### config.mk
export PLATFORM = sky130hd
export DESIGN_NAME = vga_scan_out
export DESIGN_NICKNAME = d
export VERILOG_FILES = /design/src/rtl/vga_scan_out.sv
export SDC_FILE = /design/constraint.sdc
export NUM_CORES = 1
export LEC_CHECK = 0
export CAP_MARGIN = 0
export CORE_UTILIZATION = 37
export DETAILED_ROUTE_END_ITERATION = 10
export GPL_ROUTABILITY_DRIVEN = 0
export PLACE_DENSITY = 0.67
export SYNTH_ARGS = -nofsm -noshare
export SYNTH_HDL_FRONTEND = slang
export SYNTH_SLANG_ARGS = --single-unit
### constraint.sdc
create_clock -name clk -period 2.45 [get_ports clk]
set_clock_uncertainty 0.05 [all_clocks]
set_input_delay 0.49 -clock clk [delete_from_list [all_inputs] [get_ports clk]]
set_output_delay 0.49 -clock clk [all_outputs]
set_load 0.02 [all_outputs]
### src/rtl/vga_scan_out.sv
// vga_scan_out: 640x480@60 VGA timing generator and pixel scan-out.
// A clock divider produces a one-clk pixel tick that advances the x/y raster
// counters. x/y go out to the frame buffer; the returned pixel is merged with
// decoded sync/blanking through a two-stage pipeline so that colour and sync
// reach the pins together, two clk after each counter advance.

module vga_scan_out #(
    parameter int CLK_DIV  = 4,
    parameter int H_ACTIVE = 640,
    parameter int H_FP     = 16,
    parameter int H_SYNC   = 96,
    parameter int H_BP     = 48,
    parameter int V_ACTIVE = 480,
    parameter int V_FP     = 10,
    parameter int V_SYNC   = 2,
    parameter int V_BP     = 33
) (
    input  logic        clk,
    input  logic        rst,
    output logic [9:0]  x,
    output logic [9:0]  y,
    input  logic [15:0] i_pix_data,
    output logic [3:0]  vga_r,
    output logic [3:0]  vga_g,
    output logic [3:0]  vga_b,
    output logic        vga_hs,
    output logic        vga_vs,
    output logic        o_frame_start
);

    // Raster geometry, all held as 10-bit unsigned values.
    localparam logic [9:0] H_TOTAL    = 10'(H_ACTIVE + H_FP + H_SYNC + H_BP);
    localparam logic [9:0] V_TOTAL    = 10'(V_ACTIVE + V_FP + V_SYNC + V_BP);
    localparam logic [9:0] H_LAST     = H_TOTAL - 10'd1;
    localparam logic [9:0] V_LAST     = V_TOTAL - 10'd1;
    localparam logic [9:0] H_ACT      = 10'(H_ACTIVE);
    localparam logic [9:0] V_ACT      = 10'(V_ACTIVE);
    localparam logic [9:0] HS_START   = 10'(H_ACTIVE + H_FP);
    localparam logic [9:0] HS_END     = 10'(H_ACTIVE + H_FP + H_SYNC);
    localparam logic [9:0] VS_START   = 10'(V_ACTIVE + V_FP);
    localparam logic [9:0] VS_END     = 10'(V_ACTIVE + V_FP + V_SYNC);
    localparam logic [3:0] DIV_LAST   = 4'(CLK_DIV - 1);

    logic [3:0] r_div;
    logic [9:0] r_x;
    logic [9:0] r_y;
    logic       r_frame_start;

    logic       r_tick_d1;
    logic       r_tick_d2;

    logic       r_s1_hs_n;
    logic       r_s1_vs_n;
    logic       r_s1_video_on;

    logic [3:0] r_vga_r;
    logic [3:0] r_vga_g;
    logic [3:0] r_vga_b;
    logic       r_vga_hs;
    logic       r_vga_vs;

    logic       w_pix_tick;
    logic       w_hs_n;
    logic       w_vs_n;
    logic       w_video_on;

    // Pixel tick on the last divider count; sync/blank decode of the held counters.
    always_comb begin
        w_pix_tick = (r_div == DIV_LAST);
        w_hs_n     = !((r_x >= HS_START) && (r_x < HS_END));
        w_vs_n     = !((r_y >= VS_START) && (r_y < VS_END));
        w_video_on = (r_x < H_ACT) && (r_y < V_ACT);
    end

    // Divider and raster counters; frame_start flags the wrap to (0,0).
    always_ff @(posedge clk) begin
        if (rst) begin
            r_div         <= 4'd0;
            r_x           <= 10'd0;
            r_y           <= 10'd0;
            r_frame_start <= 1'b0;
        end else begin
            r_frame_start <= 1'b0;
            if (w_pix_tick) begin
                r_div <= 4'd0;
                if (r_x == H_LAST) begin
                    r_x <= 10'd0;
                    if (r_y == V_LAST) begin
                        r_y           <= 10'd0;
                        r_frame_start <= 1'b1;
                    end else begin
                        r_y <= r_y + 10'd1;
                    end
                end else begin
                    r_x <= r_x + 10'd1;
                end
            end else begin
                r_div <= r_div + 4'd1;
            end
        end
    end

    // Tick delay flags mark the stage-1 edge and the output-load edge.
    always_ff @(posedge clk) begin
        if (rst) begin
            r_tick_d1 <= 1'b0;
            r_tick_d2 <= 1'b0;
        end else begin
            r_tick_d1 <= w_pix_tick;
            r_tick_d2 <= r_tick_d1;
        end
    end

    // Stage 1 captures the decode one clk after the counters advance.
    always_ff @(posedge clk) begin
        if (rst) begin
            r_s1_hs_n     <= 1'b1;
            r_s1_vs_n     <= 1'b1;
            r_s1_video_on <= 1'b0;
        end else if (r_tick_d1) begin
            r_s1_hs_n     <= w_hs_n;
            r_s1_vs_n     <= w_vs_n;
            r_s1_video_on <= w_video_on;
        end
    end

    // Output registers load sync and blanked colour together, two clk after advance.
    always_ff @(posedge clk) begin
        if (rst) begin
            r_vga_r  <= 4'd0;
            r_vga_g  <= 4'd0;
            r_vga_b  <= 4'd0;
            r_vga_hs <= 1'b1;
            r_vga_vs <= 1'b1;
        end else if (r_tick_d2) begin
            r_vga_hs <= r_s1_hs_n;
            r_vga_vs <= r_s1_vs_n;
            if (r_s1_video_on) begin
                r_vga_r <= i_pix_data[15:12];
                r_vga_g <= i_pix_data[10:7];
                r_vga_b <= i_pix_data[4:1];
            end else begin
                r_vga_r <= 4'd0;
                r_vga_g <= 4'd0;
                r_vga_b <= 4'd0;
            end
        end
    end

    assign x             = r_x;
    assign y             = r_y;
    assign vga_r         = r_vga_r;
    assign vga_g         = r_vga_g;
    assign vga_b         = r_vga_b;
    assign vga_hs        = r_vga_hs;
    assign vga_vs        = r_vga_vs;
    assign o_frame_start = r_frame_start;

endmodule
==> flow_summary_export.csv <==
group,metric,value,unit
outcome,status,"finished clean",
worst_setup_path,critPathMaxFanout,16,
run,cap_violations,0,
worst_setup_path,criticalPathCategory,"register to register",
yosys,syn_area,1930,um^2
yosys,synth.area.top_cells,"dfxtp_1, a21oi_1, nor2_1",
clock_tree,cts_max_path_buffers,2,
clock_tree,cts-resized-gates,0,
clock_tree,htree_num_levels,2,
global_routing,antenna_found_initial,0,
power,p_per_area,511,nW/um^2
detailed_routing,wl_per_cell,12.3,um
floorplanning,io_pins,53,
power,clkPwrFrac,0.406,
worst_setup_path,end_kind,"register",
final_layout,fin_area,2620,um^2
yosys,synth_flop_cell,"dfxtp_1",
sta,finalCritPeriodShare,0.944,
yosys,synth_top_area_share,0.457,
sta,slew_viol_final,0,
worst_setup_path,cp.required,2.63,ns
worst_setup_path,crit_path_start,"r_div[0]",
power,ir_worst_vdd,252,uV
sta,finalSetupTns,0,ns
final_layout,num-fill-cells,475,
sta,rsz0062_at_grt,"false",
global_routing,grt_pass1_vias,1550,
worst_hold_path,hold_path_class,"register to register",
final_layout,multi_input_area,995,um^2
final_layout,syn2layout_area_growth,36.0,%
global_routing,grt_max_degree,27,
detailed_routing,drcViolationCount,0,
floorplanning,die_w,74.2,um
clock_tree,cts-buffers-inserted,5,
clock_tree,cts_hold_buf,0,
worst_setup_path,worstPathArrival,2.50,ns
sta,setup_violations,0,
placement,dp_hpwl,2980,um
power,sequentialPowerShare,0.544,
power,p_sw,278,uW
sta,slew_headroom,0.635,
worst_setup_path,cp-start-kind,"register",
sta,min_period,2.31,ns
clock_tree,cts_tree,"built",
final_layout,seq_area,881,um^2
power,p_int,1.06,mW
power,combPwrFrac,0.051,
floorplanning,core_area,4880,um^2
yosys,async_flop_share,0,
yosys,synth_edf_count,0,
final_layout,drive_above_1_share,0.0836,
sta,max_freq,432,MHz
power,sw_frac_of_total,0.207,
clock_tree,root_buffer,"clkbuf_8",
sta,tightest_slew,0.546,ns
floorplanning,dieArea,5500,um^2
detailed_routing,drtIter0Drc,117,
yosys,syn-mean-instance-area,8.72,um^2
yosys,synth_cell_types,38,
worst_hold_path,hp-start,"r_s1_video_on",
final_layout,insertedDiodeCount,0,
worst_setup_path,r2r_start,"r_div[0]",
detailed_routing,wl,4220,um
clock_tree,cts_sinks,44,
final_layout,nNetsFinal,298,
yosys,yosysSeqAreaShare,0.457,
clock_tree,worstSkewPairLatency,0.29,ns
global_routing,grt_pass1_wl,6870,um
floorplanning,fp.dieH,74.2,um
detailed_routing,vias,1683,
floorplanning,initial_core_util,0.395,
global_routing,grt_use_total,0.160,
placement,io_buffers,48,
yosys,yosysWarnings,0,
sta,final_hold_viol_count,0,
detailed_routing,ant_nets,0,
detailed_routing,drt_pre_antenna_iters,4,
yosys,synth-seq-cells,44,
power,finalPower,1.34,mW
clock_tree,clk_pin_slew_worst_paths,0.08,ns
placement,place_area,2510,um^2
clock_tree,cts_setup_buffers,0,
power,power.leakage,0.884,nW
yosys,synth_nets,245,
yosys,synth_top_area_cell,"dfxtp_1",
global_routing,grt-ovfl-total,0,
yosys,syn_inst,221,
detailed_routing,avgViaCountPerCell,4.92,
floorplanning,rows,25,
==> flip-flops by register name (all words and copies together), names as in the netlist <==
signal,count
o_frame_start,1
r_div,4
r_s1_hs_n,1
r_s1_video_on,1
r_s1_vs_n,1
r_tick_d1,1
r_tick_d2,1
vga_b,4
vga_g,4
vga_hs,1
vga_r,4
vga_vs,1
x,10
y,10
==> critical path, cell delays in order (launching register included) <==
cell and delay [ns]:
dfxtp_1 0.36, ha_2 0.22, or3b_1 0.38, or4_4 0.55
buf_4 0.20, or3_1 0.35, a21oi_1 0.13
==> cells by family (layout without fill, tap and decap cells) <==
family          Yosys count  in the layout  synth area share
simple gates            105            105             0.306
flops                    44             44             0.457
compound gates           40             40             0.117
buf+inv                  15             69            0.0305
xor+xnor                 10             10            0.0454
fa+ha+maj                 6              6            0.0389
mux                       1              1           0.00584
==> per-stage QoR <==
| stage | hold slack (ns) | cells | worst slack, ns | utilization |
|---|---|---|---|---|
| global route | 0.434 | 342 | 0.0327 | 0.537 |
| detailed placement | 0.405 | 334 | 0.105 | 0.514 |
| floorplan | 0.383 | 221 | 0.0445 | - |
| global placement | 0.396 | 334 | 0.150 | 0.514 |
| finish | 0.424 | 342 | 0.136 | 0.537 |
| CTS | 0.417 | 342 | 0.0826 | 0.536 |
==> final timing paths <==
check,endpoint,slack (ns),cells after the start
hold / removal,r_s1_video_on,0.42,2
setup reg to reg,y[6],0.14,6
setup / recovery,y[6],0.14,6
hold reg to reg,r_s1_video_on,0.42,2
==> final cells by class <==
class	instances	area share
clock buffer	6	0.0277
clock inverter	2	0.0134
inverter	6	0.00859
multi-input combinational	162	0.379
sequential	44	0.336
tap	67	0.0320
timing repair buffer	55	0.203
==> cells in the mapped netlist (5+ instances only) <==
| cell | n |
|---|---|
| dfxtp_1 | 44 |
| nor2_1 | 25 |
| a21oi_1 | 23 |
| nor2b_1 | 15 |
| nand3_1 | 11 |
| o21ai_0 | 10 |
| nand2_1 | 9 |
| or3_1 | 9 |
| xnor2_1 | 7 |
| ha_1 | 6 |
| inv_1 | 6 |
| nand4_1 | 6 |
| clkbuf_1 | 5 |
==> power groups by stage <==
stage / registers (mW) / logic (mW) / clock network [mW]
floorplan: 0.747 / 0.0282 / 0
global placement: 0.745 / 0.0667 / 0
detailed placement: 0.746 / 0.0674 / 0
CTS: 0.729 / 0.0678 / 0.563
global route: 0.731 / 0.0733 / 0.595
finish: 0.729 / 0.0678 / 0.544
==> cells in the final DEF (no fill, tap or decap), drive strengths merged <==
cell type      instances
clkdlybuf4s50         48
dfxtp                 44
nor2                  25
a21oi                 24
nor2b                 15
nand3                 11
o21ai                 10
nand2                  9
or3                    9
xnor2                  7
buf                    7
inv                    6
nand4                  6
ha                     6
clkbuf                 6
nor3                   4
nor4                   4
nor3b                  3
or2                    3
xor2                   3
nand2b                 3
and2                   2
or4bb                  2
or4                    2
nor4b                  2
a211o                  2
or3b                   1
nand3b                 1
o31ai                  1
o21bai                 1
and3                   1
and4                   1
o22ai                  1
o2111ai                1
nand4bb                1
mux2                   1
clkinv                 1
bufinv                 1
==> routing by layer <==
layer | routed length, um | track usage
met5 | 0 | 0
met4 | 51 | 0.0449
met3 | 200 | 0.0420
met2 | 1940 | 0.253
met1 | 2030 | 0.215
(Power assumes the default switching activity.)
